File: config.mk
export PLATFORM = sky130hd
export DESIGN_NAME = trig_capture_ctrl
export DESIGN_NICKNAME = d
export VERILOG_FILES = /design/src/rtl/la_trig_pkg.sv /design/src/rtl/chan_trig_cell.sv /design/src/rtl/trig_capture_ctrl.sv
export SDC_FILE = /design/constraint.sdc
export NUM_CORES = 1
export LEC_CHECK = 0
export BUFFER_PORTS_ARGS = -buffer_cell sky130_fd_sc_hd__buf_4
export CELL_PAD_IN_SITES_DETAIL_PLACEMENT = 0
export CELL_PAD_IN_SITES_GLOBAL_PLACEMENT = 2
export CORE_ASPECT_RATIO = 1.25
export CORE_MARGIN = 4
export CORE_UTILIZATION = 35
export CTS_BUF_LIST = sky130_fd_sc_hd__clkbuf_8 sky130_fd_sc_hd__clkbuf_16
export CTS_CLUSTER_SIZE = 24
export DETAILED_ROUTE_END_ITERATION = 10
export GPL_TIMING_DRIVEN = 0
export PLACE_DENSITY = 0.81
export REMOVE_ABC_BUFFERS = 1
export SLEW_MARGIN = 20
export SYNTH_ARGS = -nofsm -noshare
export SYNTH_HDL_FRONTEND = slang
export SYNTH_SLANG_ARGS = --single-unit
File: constraint.sdc
create_clock -name clk -period 2.3 [get_ports clk]
set_input_delay 0.115 -clock clk [delete_from_list [all_inputs] [get_ports clk]]
set_output_delay 0.115 -clock clk [all_outputs]
set_load 0.02 [all_outputs]
File: src/rtl/la_trig_pkg.sv
// Shared types and constants for the logic-analyzer trigger / capture controller.
//   trig_state_e : capture sequencer states
//   CFG_*        : bit positions inside one channel's 5-bit trigger config
package la_trig_pkg;

    typedef enum logic [2:0] {
        IDLE,
        PRETRIG,
        ARMED,
        POSTTRIG,
        DONE
    } trig_state_e;

    localparam int unsigned CFG_W    = 5;
    localparam int unsigned CFG_RISE = 4;  // rising edge on chh
    localparam int unsigned CFG_FALL = 3;  // falling edge on chl
    localparam int unsigned CFG_HI   = 2;  // chh level 1
    localparam int unsigned CFG_LO   = 1;  // chl level 0
    localparam int unsigned CFG_DC   = 0;  // don't care

    // A channel configured as pure don't-care.
    localparam logic [CFG_W-1:0] CFG_ALL_DC = 5'b00001;

endpackage

File: src/rtl/chan_trig_cell.sv
// One channel of the trigger path: history flops for edge detection, sticky edge
// flags and the registered per-channel trigger condition.
// Ports:
//   clk, rst_n  clock / asynchronous active-low reset
//   en_i        capture window is open (ARMED and not being cleared); when low the
//               sticky edges and the channel condition are cleared
//   chh_i       High comparator bit
//   chl_i       Low comparator bit
//   cfg_i       5-bit trigger config for this channel
//   ch_trig_o   registered channel condition
module chan_trig_cell
    import la_trig_pkg::*;
(
    input  logic             clk,
    input  logic             rst_n,
    input  logic             en_i,
    input  logic             chh_i,
    input  logic             chl_i,
    input  logic [CFG_W-1:0] cfg_i,
    output logic             ch_trig_o
);

    logic chh_q, chl_q;
    logic rise_stk_q, rise_stk_d;
    logic fall_stk_q, fall_stk_d;
    logic ch_trig_q, ch_trig_d;
    logic rise, fall, cond;

    always_comb begin
        rise       = chh_i & ~chh_q;
        fall       = chl_q & ~chl_i;
        // Edges latch only while the window is open, so edges seen before ARMED are lost.
        rise_stk_d = en_i & (rise_stk_q | rise);
        fall_stk_d = en_i & (fall_stk_q | fall);
        cond       = cfg_i[CFG_DC]
                   | (cfg_i[CFG_RISE] & rise_stk_d)
                   | (cfg_i[CFG_FALL] & fall_stk_d)
                   | (cfg_i[CFG_HI]   & chh_i)
                   | (cfg_i[CFG_LO]   & ~chl_i);
        ch_trig_d  = en_i & cond;
    end

    always_ff @(posedge clk or negedge rst_n) begin
        if (!rst_n) begin
            chh_q      <= 1'b0;
            chl_q      <= 1'b0;
            rise_stk_q <= 1'b0;
            fall_stk_q <= 1'b0;
            ch_trig_q  <= 1'b0;
        end else begin
            chh_q      <= chh_i;
            chl_q      <= chl_i;
            rise_stk_q <= rise_stk_d;
            fall_stk_q <= fall_stk_d;
            ch_trig_q  <= ch_trig_d;
        end
    end

    assign ch_trig_o = ch_trig_q;

endmodule

File: src/rtl/trig_capture_ctrl.sv
// N-channel trigger and capture-window controller. Evaluates per-channel trigger
// conditions, ANDs them, and sequences pre-trigger fill, armed, post-trigger count, done.
// Ports:
//   clk, rst_n  clock / asynchronous active-low reset
//   wrt_smpl    one-cycle strobe: a sample is written this cycle
//   chh, chl    per-channel High / Low comparator bits
//   trig_cfg    5 config bits per channel, channel i at [5i+4:5i]
//   trig_pos    post-trigger sample count, saturated to DEPTH, latched on arm
//   arm, clr    start a capture / abort and return to IDLE (clr wins)
//   armed       state is ARMED
//   triggered   trigger seen, held until IDLE
//   capt_done   state is DONE
//   ch_trig     registered per-channel trigger condition
module trig_capture_ctrl
    import la_trig_pkg::*;
#(
    parameter  int unsigned NUM_CH = 5,
    parameter  int unsigned DEPTH  = 384,
    localparam int unsigned CNT_W  = $clog2(DEPTH) + 1
) (
    input  logic                    clk,
    input  logic                    rst_n,
    input  logic                    wrt_smpl,
    input  logic [NUM_CH-1:0]       chh,
    input  logic [NUM_CH-1:0]       chl,
    input  logic [NUM_CH*CFG_W-1:0] trig_cfg,
    input  logic [CNT_W-1:0]        trig_pos,
    input  logic                    arm,
    input  logic                    clr,
    output logic                    armed,
    output logic                    triggered,
    output logic                    capt_done,
    output logic [NUM_CH-1:0]       ch_trig
);

    localparam logic [CNT_W-1:0] DepthC = CNT_W'(DEPTH);

    trig_state_e      state_q, state_d;
    logic [CNT_W-1:0] pre_cnt_q, pre_cnt_d;
    logic [CNT_W-1:0] post_cnt_q, post_cnt_d;
    logic [CNT_W-1:0] tpos_q, tpos_d;
    logic             trig_q, trig_d;

    logic [CNT_W-1:0] tpos_sat;
    logic [CNT_W-1:0] pre_target;
    logic             all_dc;
    logic             edge_en;
    logic             comb_trig;

    assign edge_en = (state_q == ARMED) & ~clr;

    for (genvar i = 0; i < NUM_CH; i++) begin : g_ch
        chan_trig_cell u_cell (
            .clk       (clk),
            .rst_n     (rst_n),
            .en_i      (edge_en),
            .chh_i     (chh[i]),
            .chl_i     (chl[i]),
            .cfg_i     (trig_cfg[CFG_W*i +: CFG_W]),
            .ch_trig_o (ch_trig[i])
        );
    end

    always_comb begin
        all_dc = 1'b1;
        for (int i = 0; i < NUM_CH; i++) begin
            if (trig_cfg[CFG_W*i +: CFG_W] != CFG_ALL_DC) begin
                all_dc = 1'b0;
            end
        end
    end

    // An all-don't-care configuration would fire immediately; it is defined to never fire.
    assign comb_trig  = (&ch_trig) & ~all_dc;
    assign tpos_sat   = (trig_pos > DepthC) ? DepthC : trig_pos;
    assign pre_target = DepthC - tpos_q;

    always_comb begin
        state_d    = state_q;
        pre_cnt_d  = pre_cnt_q;
        post_cnt_d = post_cnt_q;
        tpos_d     = tpos_q;
        trig_d     = trig_q;
        if (clr) begin
            state_d = IDLE;
            trig_d  = 1'b0;
        end else begin
            case (state_q)
                IDLE: begin
                    if (arm) begin
                        state_d   = PRETRIG;
                        pre_cnt_d = '0;
                        tpos_d    = tpos_sat;
                    end
                end
                PRETRIG: begin
                    if (pre_cnt_q == pre_target) begin
                        state_d = ARMED;
                    end else if (wrt_smpl) begin
                        pre_cnt_d = pre_cnt_q + CNT_W'(1);
                    end
                end
                ARMED: begin
                    if (comb_trig) begin
                        state_d    = POSTTRIG;
                        trig_d     = 1'b1;
                        post_cnt_d = '0;
                    end
                end
                POSTTRIG: begin
                    if (post_cnt_q == tpos_q) begin
                        state_d = DONE;
                    end else if (wrt_smpl) begin
                        post_cnt_d = post_cnt_q + CNT_W'(1);
                    end
                end
                DONE: begin
                    state_d = DONE;
                end
                default: begin
                    state_d = IDLE;
                end
            endcase
        end
    end

    always_ff @(posedge clk or negedge rst_n) begin
        if (!rst_n) begin
            state_q    <= IDLE;
            pre_cnt_q  <= '0;
            post_cnt_q <= '0;
            tpos_q     <= '0;
            trig_q     <= 1'b0;
        end else begin
            state_q    <= state_d;
            pre_cnt_q  <= pre_cnt_d;
            post_cnt_q <= post_cnt_d;
            tpos_q     <= tpos_d;
            trig_q     <= trig_d;
        end
    end

    assign armed     = (state_q == ARMED);
    assign capt_done = (state_q == DONE);
    assign triggered = trig_q;

endmodule

# [Yosys cells after proc, flatten, opt, wreduce, memory -nomap -nowiden]
# Cells that the tools add are included.
[word_totals] elab_cells=178 inputBits=50 ff_bits=59 output_inout_bits=8
[op_classes] bitwise=89 n_lt_le_gt_ge=1 reduce_logical=11 addsub=3 muxes=23 eq_ne=21
[op_table] op="$mux W10" n=7
[op_table] op="$and A1 B1 Y1" n=47
[op_table] op="$pmux W10 S2" n=2
[op_table] op="$or A1 B1 Y1" n=30
[op_table] op="$ne A5 B1 Y1 const B" n=5
[op_table] op="$add A10 B1 Y10 const B" n=2
[op_table] op="$eq A10 B10 Y1" n=2
[op_table] op="$mux W3" n=5
[op_table] op="$pmux W3 S5" n=1
[op_table] op="$reduce_and A5 Y1" n=3
[op_table] op="$not A1 Y1" n=12
[op_table] op="$gt A10 B9 Y1 const B" n=1
[op_table] op="$ne A2 B2 Y1 const B" n=5
[op_table] op="$sub A9 B10 Y10 const A" n=1
[op_table] op="$ne A3 B3 Y1 const B" n=3
[op_table] op="$mux W1" n=8
[op_table] op="$reduce_bool A2 Y1" n=4
[op_table] op="$eq A3 B2 Y1 const B" n=2
[op_table] op="$reduce_and A4 Y1" n=1
[op_table] op="$eq A3 B1 Y1 const B" n=1
[op_table] op="$eq A3 B3 Y1 const B" n=1
[op_table] op="$logic_not A3 Y1" n=1
[op_table] op="$ne A3 B2 Y1 const B" n=1
[op_table] op="$reduce_and A3 Y1" n=1
[op_table] op="other kinds (2)" n=2

# [Longest topological paths before layout]
# Gate-level depths: netlist of run 1.
[logic_depth] ltp_word=11 ltp_mapped=11 ltp_nobuf=9

# [Hierarchy]
# Synthesis of run 1 repeated with hierarchy kept, for this count alone.
[unflattened] cells_unflattened=340 area_unflattened_um2=3255.6
[by_module_without_submodules] mod="trig_capture_ctrl" n_inst=1 area_each_um2=2298.5 seq_area_each_um2=850.8 cells_per_inst=260
[by_module_without_submodules] mod="chan_trig_cell" n_inst=5 area_each_um2=191.4 seq_area_each_um2=125.1 cells_per_inst=16

# [Worst setup path before layout of run 1]
# No wires, ideal clock.
[synth_path] path_kind="register -> register" from="reg tpos_q[0]" to="reg pre_cnt_q[8]" arrival_time_ps=1992 path_buffers=2 path_stages_with_launch=11 required_ps=2190 path_slack_ps=197 synth_period_minus_slack_ps=2103 setup_time_ps=110 cell_sequence="dfrtp_1 -> clkbuf_1 -> inv_1 -> ha_1 -> xor2_1 -> a221o_1 -> a21oi_1 -> nand4_2 -> buf_6 -> a31o_1 -> o41ai_1"
[synth_between] elab_chain_cells=4
[synth_rtl] element="from (decl)" line="trig_capture_ctrl.sv:41" text="logic [CNT_W-1:0] tpos_q, tpos_d;"
[synth_rtl] element="from (signal assigned)" line="trig_capture_ctrl.sv:138" text="tpos_q <= tpos_d;"
[synth_rtl] element="$sub A9 B10 Y10" line="trig_capture_ctrl.sv:76" text="assign pre_target = DepthC - tpos_q;"
[synth_rtl] element="$eq A10 B10 Y1" line="trig_capture_ctrl.sv:97" text="if (pre_cnt_q == pre_target) begin"
[synth_rtl] element="$ne A2 B2 Y1 (no line)"
[synth_rtl] element="$reduce_and A5 Y1 (no line)"
[synth_rtl] element="to (signal assigned)" line="trig_capture_ctrl.sv:136" text="pre_cnt_q <= pre_cnt_d;"
[synth_rtl] element="to (decl)" line="trig_capture_ctrl.sv:39" text="logic [CNT_W-1:0] pre_cnt_q, pre_cnt_d;"
# Every way passes these cells.
# A chain may end at the register's enable or synchronous reset.

# [Final worst setup path of run 1]
[layout_path] from="reg tpos_q[2]" to="reg pre_cnt_q[1]"
# The elaborated chain is that of the path after synthesis.

==> results of run 1 <==
==> cells in the final DEF, fill, tap and decap left out, drive strengths merged, types with 5 or more instances in the layout <==
cell and instances:
nor2 29, nand2 28, xor2 12, a21oi 15
nand3 13, inv 13, dlygate4sd3 18, a221oi 5
clkbuf 9, nor3 6, dfrtp 59, buf 69
nand2b 11, nor4b 5, and3 10, nand4 13
mux2i 7, a22o 7, o21ai 11, xnor2 16
==> critical path, delay by kind of cell, from the launching register on <==
family                 cells  cell delay [ns]
buffers and inverters      1             0.18
and+or+nand+nor            4             0.95
DFF                        1             0.46
muxes                      1             0.18
AOI/OAI and AO/OA          2             0.37
==> power breakdown <==
part           leakage (uW)  total (uW)  switching (uW)  internal, uW
combinational       0.00107         576             284           292
clock             0.0000958         945             440           505
sequential         0.000778        1140            68.7          1080
==> final cells by class <==
type | count | share of cell area [%]
inverters | 12 | 1.05
repair buffers | 87 | 16.7
flip-flops and latches | 59 | 34.4
clock inverters | 7 | 1.77
clock buffers | 9 | 2.87
well taps | 120 | 3.48
multi-input cells | 238 | 39.7
==> logic make-up after synthesis <==
group / after synthesis / synth area share (%)
XOR/XNOR: 28 / 7.61
flip-flops: 59 / 45.8
adder cells (fa/ha/maj): 3 / 1.17
AO/OA/AOI/OAI: 61 / 13.4
buffers and inverters: 30 / 4.82
multiplexers: 8 / 2.52
AND/OR/NAND/NOR: 137 / 24.7
==> final timing paths <==
path / to / startpoint / cells past startpoint / slack (ns)
max reg2reg: pre_cnt_q[1] / tpos_q[2] / 8 / 0.07
max: pre_cnt_q[1] / tpos_q[2] / 8 / 0.07
min: tpos_q[1] / trig_pos[1] / 2 / 0.02
max in group asynchronous: tpos_q[3] / rst_n / 2 / 1.35
min reg2reg: g_ch[1].u_cell.fall_stk_q / g_ch[1].u_cell.fall_stk_q / 2 / 0.48
min in group asynchronous: pre_cnt_q[2] / rst_n / 2 / 0.38
==> sequential cells by signal, indices dropped and copies added, names as in the netlist, 5 cells and up <==
name and flops:
g_ch.u_cell.rise_stk_q 5, g_ch.u_cell.fall_stk_q 5, pre_cnt_q 10, post_cnt_q 10
g_ch.u_cell.chl_q 5, g_ch.u_cell.chh_q 5, g_ch.u_cell.ch_trig_o 5, tpos_q 10
==> timing repair <==
action                                  CTS  global route
buffers inserted                          0            11
resized for setup                         8            14
endpoints found under the hold margin    77             1
pin swaps                                 1             8
hold buffers                             17             1
gates cloned                              1             0
endpoints found under the setup margin   19            27
==> stage by stage <==
stage / hold WS, ns / power, uW / setup slack, ns / instances / instance area, um2
2_1_floorplan: -0.181 / 1400 / 0.0298 / 308 / 3110
3_3_place_gp: 0.233 / 1570 / -0.670 / 485 / 3690
3_5_place_dp: 0.235 / 1580 / -0.482 / 486 / 3710
4_1_cts: 0.000173 / 2600 / -0.00810 / 520 / 4120
5_1_grt: 0.0000564 / 2800 / -0.0157 / 532 / 4310
6_report: 0.0219 / 2670 / 0.0665 / 532 / 4310
==> layer usage <==
metal | track usage [%] | up-vias | share of wire, %
met3 | 4.19 | 8 | 3.7
met1 | 18.3 | 1322 | 41
li1 | - | 1329 | -
met5 | 0 | - | 0
met2 | 28.2 | 52 | 54
met4 | 4.62 | 0 | 1.2
==> results.py, run 1 <==
metrics = {
    "detailed_routing": {
        "drc": 0,
        "num_vias": 2711,
        "postRouteAntennaNets": 0,
        "drt-total-wl_um": 8060,
        "drt_pre_antenna_iters": 6,
        "avgRoutedWirePerCell_um": 15.1,
        "drt_iter0_drc": 72,
        "via_per_inst": 5.10,
    },
    "floorplanning": {
        "fp.dieW_um": 93.8,
        "die_h_um": 115,
        "ios": 58,
        "core_um2": 8840,
        "rows": 38,
        "dieArea_um2": 10800,
        "initial_utilization_pct": 36.4,
    },
    "finish": {
        "register_area_um2": 1480,
        "n_fill_cell": 864,
        "drive_gt1_share_pct": 29.1,
        "final_nets": 460,
        "diodes": 0,
        "final_util_pct": 48.7,
        "multi_input_area_um2": 1710,
        "syn_to_final_growth_pct": 33.7,
    },
    "power_and_ir_drop": {
        "p_leak_uw": 0.00194,
        "power_density_nw_per_um2": 619,
        "ir_worst_vdd_v": 0.000383,
    },
    "job": {
        "cap_violations": 0,
    },
    "clock_network": {
        "clk_pin_slew_ns": 0.07,
        "numClockSinks": 59,
        "tritoncts": "done",
        "cts_buffers": 9,
        "root_buffer": "clkbuf_8",
        "cts_max_path_buffers": 2,
        "htreeDepth": 3,
        "clk-insertion-delay-late_ns": 0.34,
    },
    "critical_path": {
        "cpPeakStageDelay_ns": 0.56,
        "cp_slowest_cell": "or4_4",
        "required_ns": 2.56,
        "endpoint_kind": "flop",
        "critPathLaunchType": "flop",
        "crit_arrival_ns": 2.49,
        "crit_chain": "or4_4 > nor3_2 > o21ai_1 > a32oi_2 > buf_4 > nand4_4 > nand2_2 > mux2i_1",
        "crit_fanout": 6,
        "critPathKind": "reg -> reg",
    },
    "timing": {
        "max_slew_margin_pct": 49.2,
        "setup_violations": 0,
        "rsz0062_at_grt": "true",
        "hold_violations": 0,
        "tightest_slew_ns": 0.763,
        "finalSetupTns_ns": 0,
        "final.min_clock_period_ns": 2.23,
        "period_share_pct": 97.1,
        "final-max-slew-violation-count": 0,
        "max_freq_mhz": 448,
        "finalClockSkew_ns": 0.0151,
    },
    "grt": {
        "track_usage_pct": 15.7,
        "antenna_found_initial": 0,
        "grt_max_degree": 60,
        "overflow": 0,
        "grt_pass1_wl_um": 13400,
        "grt_pass1_vias": 2815,
    },
    "logic_synthesis": {
        "yosys_most_used_dff": "dfrtp_1",
        "synthArstFlopShare_pct": 100,
        "synth_edf_count": 0,
        "postSynthCellCount": 326,
        "ys_seq_elements": 59,
        "synth.distinct_cells": 57,
        "netlist.area_leader.share_pct": 45.8,
        "synth_area_um2": 3220,
        "synthTopCellsByArea": "dfrtp_1 (46%), xnor2_1 (4.3%), nor2_1 (3.3%)",
        "synth.avg_cell_area_um2": 9.88,
        "ys_seq_area_share_pct": 45.8,
        "netlist.top_cell.by_area": "dfrtp_1",
        "yosys_warnings": 0,
        "synthTopCellsByCount": "dfrtp_1 (59), nor2_1 (28), nand2_1 (27), xnor2_1 (16), a21oi_1 (15)",
        "synth_most_common_cell": "dfrtp_1",
    },
    "status": {
        "run_status": "completed",
    },
    "min_path": {
        "hold_class": "in -> reg",
    },
    "place": {
        "io_buffers": 57,
        "place_congestion": 0.751,
        "dp_hpwl_um": 5690,
    },
}
Note: power is estimated with default switching activity, not from simulation.
==> run 2: changes to the inputs <==
- SKIP_LAST_GASP: not set -> 1
- SLEW_MARGIN: 20 -> not set
- SYNTH_HIERARCHICAL: not set -> 1
==> run 2 against run 1 <==
  * Synthesized cell count increased by 4.3%
  * Fmax fell by 2.8%
  * Worst hold slack about the same
  * Via count increased by 4.9%
  * First-iteration DRC count is 100% higher
  * Setup slack lost 0.064 ns
  * Register-to-register slack worse by 0.06 ns
  * Critical path depth down 1
  * Clock skew shrank 0.0093 ns
  * Critical endpoint is now pre_cnt_q[9]
  * Largest cell class unchanged
==> results.py, run 2 <==
metrics = {
    "logic_synthesis": {
        "synth_area_um2": 3260,
        "synth_edf_count": 0,
        "synth.avg_cell_area_um2": 9.58,
        "ys_seq_elements": 59,
        "ys_seq_area_share_pct": 45.3,
        "synthArstFlopShare_pct": 100,
        "netlist.top_cell.by_area": "dfrtp_1",
        "postSynthCellCount": 340,
        "yosys_most_used_dff": "dfrtp_1",
        "synth_most_common_cell": "dfrtp_1",
        "synthTopCellsByCount": "dfrtp_1 (59), nor2_1 (31), nand2_1 (21), xnor2_1 (17)",
        "synth.distinct_cells": 52,
        "yosys_warnings": 6,
        "synthTopCellsByArea": "dfrtp_1 (45%), xnor2_1 (4.6%), nor2_1 (3.6%)",
        "netlist.area_leader.share_pct": 45.3,
    },
    "critical_path": {
        "endpoint_kind": "flop",
        "crit_buf_inv": 0,
        "cp_top_family": "simple AND/OR/NAND/NOR gates",
        "crit_arrival_ns": 2.50,
        "critPathKind": "reg -> reg",
        "required_ns": 2.50,
        "crit_fanout": 9,
        "critPathLaunchType": "flop",
        "cp_slowest_cell": "dfrtp_2",
        "cpPeakStageDelay_ns": 0.49,
        "crit_chain": "nor3_4 > nand2_1 > or4_1 > a21oi_1 > o2111a_2 > nor2_4 > a221o_1",
    },
    "floorplanning": {
        "initial_utilization_pct": 35.7,
        "ios": 58,
        "die_h_um": 116,
        "core_um2": 9130,
        "dieArea_um2": 10900,
        "fp.dieW_um": 94.3,
        "rows": 39,
    },
    "detailed_routing": {
        "drt_pre_antenna_iters": 4,
        "drt-total-wl_um": 8360,
        "via_per_inst": 5.23,
        "drt_iter0_drc": 144,
        "num_vias": 2844,
        "postRouteAntennaNets": 0,
        "avgRoutedWirePerCell_um": 15.4,
        "drc": 0,
    },
    "clock_network": {
        "tritoncts": "done",
        "htreeDepth": 3,
        "cts_buffers": 9,
        "clk-insertion-delay-late_ns": 0.32,
        "cts_max_path_buffers": 2,
        "numClockSinks": 59,
        "clk_pin_slew_ns": 0.05,
        "root_buffer": "clkbuf_16",
    },
    "finish": {
        "mostFrequentLayoutCells": "buf_4 (67), dfrtp_1 (53), nor2_1 (30), nand2_1 (20), xnor2_1 (17)",
        "top_regs": "post_cnt_q x10, pre_cnt_q x10, tpos_q x10",
        "final_nets": 470,
        "syn_to_final_growth_pct": 34.6,
        "final_common_cell": "buf_4",
        "diodes": 0,
        "n_fill_cell": 898,
        "drive_gt1_share_pct": 26.4,
        "stdcell_count": 544,
    },
    "power_and_ir_drop": {
        "power_density_nw_per_um2": 709,
        "p_leak_uw": 0.00199,
        "ir_worst_vdd_v": 0.000463,
    },
    "grt": {
        "grt_pass1_wl_um": 14200,
        "grt_pass1_vias": 3032,
        "met3_usage_pct": 5.58,
        "met2_usage_pct": 28.1,
        "antenna_found_initial": 0,
        "met1_usage_pct": 20.4,
        "top_usage_layer": "met2",
        "grt_max_degree": 60,
        "overflow": 0,
        "track_usage_pct": 16.8,
    },
    "timing": {
        "setup_violations": 0,
        "max_freq_mhz": 435,
        "rsz0062_at_grt": "true",
        "final-max-slew-violation-count": 0,
        "period_share_pct": 99.9,
        "finalClockSkew_ns": 0.00579,
        "hold_violations": 0,
        "final.min_clock_period_ns": 2.30,
        "fin_hold_ws_ns": 0.0218,
        "max_slew_margin_pct": 45.9,
        "tightest_slew_ns": 0.805,
    },
    "min_path": {
        "hold_class": "in -> reg",
    },
    "place": {
        "place_congestion": 0.762,
        "placed_cells": 506,
        "io_buffers": 57,
        "dp_hpwl_um": 5980,
    },
    "job": {
        "cap_violations": 0,
    },
    "status": {
        "run_status": "completed",
    },
}
==> run 2: cell count changes after synthesis, moves of 6 or more <==
cell      before  now
a221o_1        1    7
nor2b_1        4   15
nand2b_1      11    1
o211ai_1       0   10
nand2_1       27   21
==> run 2: cell families after synthesis <==
| logic type | synth area share (%) |
|---|---|
| AND/OR/NAND/NOR | 23.6 |
| AO/OA/AOI/OAI | 17.4 |
| adder cells (fa/ha/maj) | 1.15 |
| buffers and inverters | 4.15 |
| XOR/XNOR | 6.99 |
| multiplexers | 1.27 |
| flip-flops | 45.3 |
==> run 2: power breakdown <==
part           internal (uW)  switching [uW]  leakage (uW)
clock                    946             441      0.000159
combinational            294             266       0.00105
sequential              1090            73.9      0.000777
==> run 2: through the flow <==
step / power [uW] / setup WS [ns] / TNS [ns] / cell area [um2] / utilization (%)
floorplan: 1440 / 0.141 / 0 / 3180 / -
global placement: 1620 / -0.243 / -3.87 / 3760 / 41.2
detailed placement: 1620 / -0.252 / -3.65 / 3760 / 41.2
CTS: 3110 / 0.00328 / 0 / 4300 / 47.1
global route: 3270 / -0.0933 / -0.665 / 4380 / 48.0
finish: 3110 / 0.00248 / 0 / 4380 / 48.0
==> run 2: area by class of cell <==
| cell class | count | area, um2 | area share, % |
|---|---|---|---|
| well taps | 123 | 154 | 3.51 |
| clock buffers | 13 | 280 | 6.39 |
| flip-flops and latches | 59 | 1480 | 33.9 |
| multi-input cells | 252 | 1720 | 39.3 |
| clock inverters | 2 | 33.8 | 0.771 |
| inverters | 15 | 56.3 | 1.28 |
| repair buffers | 80 | 653 | 14.9 |
==> run 2: path summary, 6_finish.rpt <==
check	from	to	slack, ns	cells past startpoint
worst max-delay path	tpos_q[4]	pre_cnt_q[9]	0.002	7
worst min-delay path	trig_pos[1]	tpos_q[1]	0.02	2
worst max register to register	tpos_q[4]	pre_cnt_q[9]	0.002	7
worst min register to register	g_ch[1].u_cell/fall_stk_q	g_ch[1].u_cell/fall_stk_q	0.49	1
max in group asynchronous	rst_n	tpos_q[2]	1.34	2
min in group asynchronous	rst_n	tpos_q[4]	0.42	2
==> run 2: repair_timing <==
item | 4_1_cts | 5_1_grt
hold endpoints to repair | 69 | 0
pin swaps | 1 | 5
setup endpoints to repair | 32 | 30
resized for setup | 11 | 12
hold buffers | 11 | 0
setup buffers | 8 | 4
==> run 2: metal layers <==
layer / part of all wire [%] / up-vias
met1: 45 / 1371
met4: 1.3 / 0
li1: - / 1390
met5: 0 / -
met2: 48 / 74
met3: 6.1 / 9
